--- src/rtl/bmem_arbiter.sv ---
// Board-memory arbiter: VGA read fetch > board-clear sweeper > game engine on one BMEM port,
// with one-cycle read-return routing and sticky game starvation detection.
module bmem_arbiter #(
    parameter int unsigned ADDR_W       = 10,
    parameter int unsigned DEPTH        = 1024,
    parameter int unsigned DATA_W       = 8,
    parameter int unsigned STARVE_LIMIT = 1600
) (
    input  logic              clk,
    input  logic              reset,
    input  logic              vga_re,
    input  logic [ADDR_W-1:0] vga_raddr,
    output logic              vga_rvalid,
    output logic [DATA_W-1:0] vga_rdata,
    input  logic              clear_start,
    input  logic [DATA_W-1:0] clear_value,
    output logic              clear_busy,
    input  logic              game_req,
    input  logic              game_we,
    input  logic [ADDR_W-1:0] game_addr,
    input  logic [DATA_W-1:0] game_wdata,
    output logic              game_gnt,
    output logic              game_rvalid,
    output logic [DATA_W-1:0] game_rdata,
    output logic              game_starved,
    input  logic              starve_clr,
    output logic              mem_en,
    output logic              mem_we,
    output logic [ADDR_W-1:0] mem_addr,
    output logic [DATA_W-1:0] mem_wdata,
    input  logic [DATA_W-1:0] mem_rdata
);
    localparam int unsigned       CNT_W    = $clog2(STARVE_LIMIT + 1);
    localparam logic [ADDR_W-1:0] PTR_LAST = ADDR_W'(DEPTH - 1);
    localparam logic [CNT_W-1:0]  CNT_MAX  = CNT_W'(STARVE_LIMIT);
    localparam logic [CNT_W-1:0]  CNT_PRE  = CNT_W'(STARVE_LIMIT - 1);

    typedef enum logic {SERVE, CLEAR} state_t;

    state_t            state, state_nxt;
    logic [ADDR_W-1:0] ptr, ptr_nxt;
    logic [DATA_W-1:0] fill, fill_nxt;
    logic [CNT_W-1:0]  wait_cnt;
    logic [DATA_W-1:0] vga_hold, game_hold;
    logic              clear_own;
    logic              starve_set;

    always_ff @(posedge clk) begin
        if (reset) begin
            state <= SERVE;
            ptr   <= '0;
            fill  <= '0;
        end else begin
            state <= state_nxt;
            ptr   <= ptr_nxt;
            fill  <= fill_nxt;
        end
    end

    // Port mux and sweep sequencing; reset forces the port idle so an aborted sweep writes nothing.
    always_comb begin
        state_nxt = state;
        ptr_nxt   = ptr;
        fill_nxt  = fill;
        mem_en    = 1'b0;
        mem_we    = 1'b0;
        mem_addr  = '0;
        mem_wdata = '0;
        game_gnt  = 1'b0;
        clear_own = 1'b0;
        if (!reset) begin
            if (vga_re) begin
                mem_en   = 1'b1;
                mem_addr = vga_raddr;
            end else if (state == CLEAR) begin
                mem_en    = 1'b1;
                mem_we    = 1'b1;
                mem_addr  = ptr;
                mem_wdata = fill;
                clear_own = 1'b1;
            end else if (game_req) begin
                mem_en    = 1'b1;
                mem_we    = game_we;
                mem_addr  = game_addr;
                mem_wdata = game_wdata;
                game_gnt  = 1'b1;
            end
        end
        case (state)
            SERVE: begin
                if (clear_start) begin
                    state_nxt = CLEAR;
                    ptr_nxt   = '0;
                    fill_nxt  = clear_value;
                end
            end
            CLEAR: begin
                if (clear_own) begin
                    ptr_nxt = ptr + ADDR_W'(1);
                    if (ptr == PTR_LAST) begin
                        state_nxt = SERVE;
                    end
                end
            end
        endcase
    end

    assign clear_busy = (state == CLEAR);
    assign starve_set = game_req && !game_gnt && (wait_cnt == CNT_PRE);

    // Read-return owner tracking, rdata hold registers and starvation monitor.
    always_ff @(posedge clk) begin
        if (reset) begin
            vga_rvalid   <= 1'b0;
            game_rvalid  <= 1'b0;
            vga_hold     <= '0;
            game_hold    <= '0;
            wait_cnt     <= '0;
            game_starved <= 1'b0;
        end else begin
            vga_rvalid  <= vga_re;
            game_rvalid <= game_gnt && !game_we;
            if (vga_rvalid) begin
                vga_hold <= mem_rdata;
            end
            if (game_rvalid) begin
                game_hold <= mem_rdata;
            end
            if (game_req && !game_gnt) begin
                if (wait_cnt != CNT_MAX) begin
                    wait_cnt <= wait_cnt + CNT_W'(1);
                end
            end else begin
                wait_cnt <= '0;
            end
            if (starve_set) begin
                game_starved <= 1'b1;
            end else if (starve_clr) begin
                game_starved <= 1'b0;
            end
        end
    end

    assign vga_rdata  = vga_rvalid  ? mem_rdata : vga_hold;
    assign game_rdata = game_rvalid ? mem_rdata : game_hold;

endmodule

--- config.mk ---
export PLATFORM = sky130hd
export DESIGN_NAME = bmem_arbiter
export DESIGN_NICKNAME = d
export VERILOG_FILES = /design/src/rtl/bmem_arbiter.sv
export SDC_FILE = /design/constraint.sdc
export NUM_CORES = 1
export LEC_CHECK = 0
export BUFFER_PORTS_ARGS = -buffer_cell sky130_fd_sc_hd__buf_2
export CAP_MARGIN = 5
export CORE_MARGIN = 4
export CORE_UTILIZATION = 46
export CTS_BUF_LIST = sky130_fd_sc_hd__clkbuf_4
export DETAILED_ROUTE_END_ITERATION = 8
export GPL_ROUTABILITY_DRIVEN = 0
export GPL_TIMING_DRIVEN = 1
export PLACE_DENSITY = 0.81
export RECOVER_POWER = 100
export SLEW_MARGIN = 20
export SYNTH_ARGS = -nofsm -noshare
export SYNTH_HDL_FRONTEND = slang
export SYNTH_SLANG_ARGS = --single-unit
export TNS_END_PERCENT = 50
--- constraint.sdc ---
create_clock -name clk -period 1.9 [get_ports clk]
set_input_delay 0.38 -clock clk [delete_from_list [all_inputs] [get_ports clk]]
set_output_delay 0.38 -clock clk [all_outputs]
set_load 0.005 [all_outputs]
==> metrics list, run 1 <==
- Summing all non-filler instances in the final layout gives an area of 3170 µm².
- Tightest Pin Transition: 0.518 ns
- Number of inserted filler cells in the final layout: 459
- Y dimension of the die: 80.7 µm
* Simple-gate share of the synthesized area: 27.3%
- Warnings from Yosys: 0
* Level count of the clock H-tree: 2
- Adder-cell share of the synthesized area: 1.54%
- Vias: 2,407
* Via/cell ratio: 5.45
* Number of nets in the layout: 425
- TritonCTS built the clock tree.
- WP data arrival: 1.57 ns
* Combinational family with the most area after synthesis: simple AND/OR/NAND/NOR gates
- Initial antenna violation count: 0
* Area delta synth->final: 30.3%
- The count of cells in the finished layout, fillers not included, comes to 442.
* Clock transition at the registers of the reported paths: 0.14 ns
- Max-cap violations in this run came to 0.
- The synthesized netlist devotes 1.08% of its cell area to XOR and XNOR gates.
- Routed metal-1 wire length: 2870 µm
- The run finished, with violations left.
- Counting flops and latches in the post-synthesis netlist gives 49.
- Worst voltage drop across the vdd grid: 0.000412 V
- In this run the power density over the cells is 596 nW/µm².
- Post-synthesis instance area: 2430 µm²
- In the final layout, the multi-input gates occupy 1410 µm².
* Number of primary I/O pins: 92
- Root buffer selected by CTS: clkbuf_4
- Violations in the final reports: negative setup slack
- Post-synthesis compound-gate area fraction: 15.4%
- Average cell area after synthesis: 8.74 µm²
- Slew Limit Fails: 0
- Standard cell area after detailed placement: 3000 µm²
- The detailed router used layers up to and including met4.
- Of the cells placed in the final design, the portion with a size suffix greater than 1 is 37.1%.
* Number of DRC markers in iteration 0: 77
- In the synthesized netlist, mux cells make up 9.88% of the area.
* Crit path setup slack, layout: -0.0512 ns
- Number of buffers inserted during clock tree synthesis: 5
- Site Rows: 26
- Fmax: 513 MHz
- Area taken by flip-flops and latches: 985 µm²
- Setup-failing EPs final: 12
- Worst Path Required: 1.52 ns
* Path class of the lowest-slack min-delay path: in -> reg
- Worst hold slack across all endpoints: 0.166 ns
- In this run the tightest slew margin relative to its limit is 65.4%.
* Type of the setup path with the least slack: reg -> out
- After detailed routing, the average wire length per cell comes to 14.8 µm.
- Number of distinct standard cells referenced by the synthesized netlist: 38
- Vias in the first global route: 2,209
- DR DRC count: 0
* Net Count, Synth: 332
* Setup repair after global routing missed its margin: yes
- Entering global routing, the biggest net connects 21 pins.
- Critical path capture point type: output port
- In this run, placement finished with an instance count of 430.
* Fin Clk Skew: 0.00976 ns
- Number of routed nets with antenna violations: 0
* Total half-perimeter wirelength after legalization and detailed placement: 4690 µm
* Leakage dissipation: 1.38 nW
* Final worst path period need: 1.95 ns
- For this run, the register share of the synthesized area comes to 40.3%.
- DR pass1 iterations: 5
- STA classifies the critical path startpoint as a flop.
* Largest buffer count on any clock path: 2
- Total wire length after detailed routing: 6560 µm
* Placeable core region: 5110 µm²
* Number of clock sinks: 49
- Global routing finished with a remaining overflow of 0.
- The initial utilization of the core area, before any placement, comes to 47.6%.
- The die covers 6510 µm².
- The first global-routing pass estimated 10,200 µm of wire.
- Highest net fanout along the worst path: 6
- Summed over all nets, wire length on met3 after detailed routing comes to 553 µm.
* Antenna cell count: 0
- Die outline width: 80.7 µm
- Gate count of the mapped netlist: 278
* Endpoints failing hold: 0
- Hold-fix buffers at CTS: 0
- The final critical path takes up 103% of the cycle.
* Aggregate global-route resource usage: 20.1%
* Worst Setup Slack post-DPL: 0.0509 ns
- Number of buffers inserted by port buffering: 91
- The clock reaches the later pin of the worst-skew pair after 0.39 ns.
- Wire segments on met2 add up to 3030 µm in the final route.
## worst paths after layout
check	startpoint	end	slack, ns	depth (start not counted)
hold reg to reg	fill[6]	fill[6]	0.47	2
hold / removal	game_we	game_rvalid	0.17	2
setup / recovery	clear_busy	mem_addr[0]	-0.05	5
setup reg to reg	clear_busy	ptr[7]	0.08	4
## report_power, final
part	internal [mW]	switching, mW
logic	0.156	0.153
clock network	0.147	0.358
registers	1.05	0.0195
## routing by layer
layer / up-vias / GRT usage, %
met5: - / 0
met3: 10 / 5.61
met4: 0 / 5.74
li1: 1197 / -
met2: 91 / 33.5
met1: 1109 / 25.1
## state kept, by name, indices dropped and copies added (netlist names), 8 cells and up
name and flops:
wait_cnt 11, ptr 10, fill 8, game_hold 8, vga_hold 8
## critical path, cell delays in order (launching register included)
cell,delay (ns)
dfxtp_4,0.41
nor2b_4,0.05
nor3b_4,0.15
buf_6,0.14
a221o_1,0.31
buf_2,0.13
## cells in the mapped netlist, drive strengths merged
library cell	count	share of area, %
nand2	23	3.6
mux2	16	7.4
a221oi	9	3.2
a21oi	16	3.3
nor4bb	2	0.82
nand4b	1	0.36
mux2i	6	2.5
and3	2	0.51
o21ai	4	0.82
xnor2	1	0.36
o22ai	1	0.26
nor4	2	0.51
nor2b	14	3.6
nor3	11	2.3
a311oi	1	0.36
a221o	1	0.41
nand4	4	1.0
or2	1	0.26
or3	8	2.1
buf	4	0.72
or4	5	1.5
nor2	7	1.1
and4	1	0.36
inv	5	0.77
o2111ai	2	0.72
nand3	17	3.5
and2	17	4.4
a211oi	5	1.5
o31ai	6	1.9
nand2b	2	0.51
nor3b	2	0.62
clkbuf	19	2.9
xor2	2	0.72
dfxtp	49	40
or3b	1	0.36
ha	3	1.5
a22o	8	2.9
## cells in the final DEF (no fill, tap or decap), types with 9 or more instances in the layout
master and n:
and2_1 17, buf_2 90, nor3_1 11, nand2_1 23, mux2_2 9, buf_4 15
nand3_1 17, dfxtp_1 48, nor2b_1 13, a21oi_1 16
## what timing repair did
| item | CTS | global route |
|---|---|---|
| resized for setup | 9 | 12 |
| gates cloned | 1 | 0 |
| buffers inserted | 1 | 2 |
| endpoints found under the setup margin | 26 | 27 |
| pin swaps | 2 | 9 |
## metrics by stage
stage	util (%)	setup TNS [ns]	total power, mW
2_1_floorplan	-	0	1.24
3_3_place_gp	58.6	0	1.37
3_5_place_dp	58.6	0	1.38
4_1_cts	60.7	-0.453	1.88
5_1_grt	62.0	-2.26	1.98
6_report	62.0	-0.153	1.89
## final cells by class
class,count,area share (%)
repair buffers,109,19.2
clock buffers,5,1.18
clock inverters,3,0.671
multi-input cells,201,44.5
inverters,5,0.592
flip-flops and latches,49,31.1
well taps,70,2.76
## kinds of logic after synthesis
family	Yosys count
AND/OR/NAND/NOR	120
AO/OA/AOI/OAI	53
flip-flops	49
buffers and inverters	28
multiplexers	22
XOR/XNOR	3
adder cells (fa/ha/maj)	3
(Power assumes the default switching activity.)
==> run 2: changes to the inputs <==
CTS_BUF_LIST = sky130_fd_sc_hd__clkbuf_2   (was sky130_fd_sc_hd__clkbuf_4)
CTS_CLUSTER_SIZE = 14   (was unset)
==> metrics list, run 2 (synthesis results as in run 1) <==
- Status: finished, violations left (unchanged).
- Violations in the final reports: negative setup slack (unchanged)
* Level count of the clock H-tree: 2 (unchanged)
* Placeable core region: 5110 µm² (unchanged)
* TNS Setup: -2.93 ns (was -0.153 ns)
* Routed wire per std cell: 16.5 µm (was 14.8 µm)
* Number of routed nets with antenna violations: 0 (unchanged)
* Crit path setup slack, layout: -0.257 ns (was -0.0512 ns)
* Fin Clk Skew: 0.0122 ns (was 0.00976 ns)
* Worst voltage drop across the vdd grid: 0.000393 V (was 0.000412 V)
* Root buffer selected by CTS: clkbuf_2 (was clkbuf_4)
* Area delta synth->final: 36.9% (was 30.3%)
* Path class of the lowest-slack min-delay path: in -> reg (unchanged)
* Vias in the first global route: 2,328 (was 2,209)
- Starting density of the core: 47.6% (unchanged)
* Dominant delay contributor by cell family on the critical path: buffers and inverters (was flip-flops)
- The number of hold buffers added after CTS is 0 (unchanged).
- The clock-pin slew reported for the worst setup and hold paths after clock tree synthesis came to 0.25 ns (was 0.14 ns).
* Crit path launch type: flop (unchanged)
- Number of nets in the layout: 431 (was 425)
- Fraction of final layout cells with drive strength greater than 1: 41.3% (was 37.1%)
* Pint: 1.33 mW (was 1.36 mW)
- CP peak stage delay: 0.42 ns (was 0.41 ns)
- The maximum frequency from static timing analysis was 464 MHz (was 513 MHz).
- Number of clock sinks: 49 (unchanged)
- The part of the total power dissipated in sequential elements came to 56.9% (about the same).
- Number of flip-flops under the largest register name: 11 (unchanged)
- Setup-failing EPs final: 28 (was 12)
- The library cell contributing the largest single delay on the critical path was dfxtp_4 (unchanged).
- Antenna cell count: 0 (unchanged)
- Setup repair after global routing missed its margin: yes (unchanged).
* Total half-perimeter wirelength after legalization and detailed placement: 4690 µm (unchanged)
- Number of buffers inserted by port buffering: 91 (unchanged)
- The per-cell via count in the routed design came to 5.60 (was 5.45).
- Final worst path period need: 2.16 ns (was 1.95 ns)
* Pwr Density: 568 nW/µm² (was 596 nW/µm²)
- Clock power frac: 23.9% (was 26.8%)
* Slew Limit Fails: 0 (unchanged)
- The number of DRC markers after the initial detailed-route iteration is 106 (was 77).
- The count of unresolved DRC violations after routing is 0 (unchanged).
* DR pass1 iterations: 6 (was 5)
* Most flops, register: wait_cnt (unchanged)
- The final wirelength is 7370 µm (was 6560 µm).
- Highest net fanout along the worst path: 5 (was 6)
* Sum of overflow across all layers after global routing: 0 (unchanged)
* First-pass GRT wire length: 10,600 µm (was 10,200 µm)
* Insertion delay of the later-clocked pin in the worst-skew pair: 0.46 ns (was 0.39 ns)
* Number of primary I/O pins: 92 (unchanged)
* Final worst path period share: 114% (was 103%)
- Cells traversed along the worst timing path: nor2b_4 -> buf_4 -> buf_8 -> a221oi_2 -> nor3_1 -> buf_2 (was nor2b_4 -> nor3b_4 -> buf_6 -> a221o_1 -> buf_2).
* Site Rows: 26 (unchanged)
* Standard cell area after detailed placement: 3000 µm² (unchanged)
* Power share of the combinational group: 19.2% (was 16.4%)
* Y dimension of the die: 80.7 µm (unchanged)
* Endpoints failing hold: 0 (unchanged)
* Number of inserted filler cells in the final layout: 434 (was 459)
- WP data arrival: 1.78 ns (was 1.57 ns)
* Buffers & Inverters on Critical Path: 3 (was 2)
* Relative max-transition margin: 65.2% (was 65.4%)
* CTS tree: yes (unchanged)
* Die area: 6510 µm² (unchanged)
- Die outline width: 80.7 µm (unchanged)
* Cell area after layout: 3330 µm² (was 3170 µm²)
* Most frequent cells in the layout: buf_2, dfxtp_1, nand2_1 (unchanged)
- The via count of the routed design is 2,508 (was 2,407).
- The number of antenna violations at the first check in global routing is 0 (unchanged).
- The switching power is 0.558 mW (was 0.530 mW).
- Largest registers: wait_cnt: 11 flops, ptr: 10 flops (unchanged)
- Largest buffer count on any clock path: 2 (unchanged)
- Type of the setup path with the least slack: reg -> out (unchanged)
- Max-cap viol count: 0 (unchanged)
- Aggregate global-route resource usage: 20.9% (was 20.1%)
- Pin count of the biggest net entering global routing: 21 (unchanged)
- The commonest non-fill, non-tap cell in the layout is buf_2 (unchanged).
- Leakage dissipation: 1.43 nW (was 1.38 nW)
* Critical path capture point type: output port (unchanged)
* Sw frac: 29.5% (was 28.1%)
* Tightest Pin Transition: 0.522 ns (was 0.518 ns)
- Worst Path Required: 1.52 ns (about the same)
- Number of buffers inserted during clock tree synthesis: 5 (unchanged)
==> run 2: cell count changes in the layout (fill, tap and decap cells not counted), moves of 3 or more <==
cell	previous run	this run
a221oi_4	0	4
buf_4	15	19
clkbuf_2	0	5
clkbuf_4	5	0
nor3_1	11	8
nor3_2	0	3
==> run 2: worst reg2reg max path: stages (launching register included) <==
cell and delay (ns):
dfxtp_4 0.43, buf_6 0.12, buf_4 0.13, or3b_4 0.44, nor4_1 0.40, mux2i_1 0.23
==> run 2: stage by stage <==
stage	instances	hold slack (ns)	setup slack [ns]	util (%)	total power, mW
4_1_cts	444	0.0566	-0.136	62.3	1.86
6_report	448	0.0634	-0.257	65.2	1.89
2_1_floorplan	278	0.436	0.0130	-	1.24
3_5_place_dp	430	0.451	0.0509	58.6	1.38
3_3_place_gp	430	0.447	0.0898	58.6	1.37
5_1_grt	448	0.0423	-0.322	65.2	1.97
==> run 2: layout make-up <==
class                      count  area (µm²)  share of cell area, %
multi-input combinational    201        1510                   45.2
sequential                    49         988                   29.7
timing repair buffer         115         682                   20.5
tap                           70        87.6                   2.63
clock buffer                   5        25.0                  0.752
clock inverter                 3        21.3                  0.639
inverter                       5        18.8                  0.564
==> run 2: final timing paths <==
check	slack [ns]	start	cells after the start	end
worst min-delay path	0.06	game_we	2	game_rvalid
worst max-delay path	-0.26	clear_busy	6	mem_addr[8]
worst min register to register	0.48	fill[6]	2	fill[6]
worst max register to register	0.10	clear_busy	5	ptr[9]
==> run 2: power by group through the flow <==
stage / clock (mW) / combinational, mW / sequential, mW
after floorplan: 0 / 0.150 / 1.09
after global placement: 0 / 0.280 / 1.09
after detailed placement: 0 / 0.286 / 1.10
after CTS: 0.459 / 0.322 / 1.08
after global routing: 0.495 / 0.394 / 1.08
final: 0.453 / 0.363 / 1.08
==> run 2: what timing repair did <==
item / 4_1_cts / 5_1_grt
gates resized for setup: 25 / 18
setup endpoints to repair: 36 / 33
gates cloned: 2 / 1
pin swaps: 16 / 15
buffers inserted: 4 / 4
==> run 2: layer usage <==
layer  wire (µm)  vias to the layer above  track usage (%)
met3         559                       19             3.92
met4         219                        0             10.3
met1        3040                     1168             25.3
met5           0                        -                0
met2        3550                      112             35.2
li1            -                     1209                -
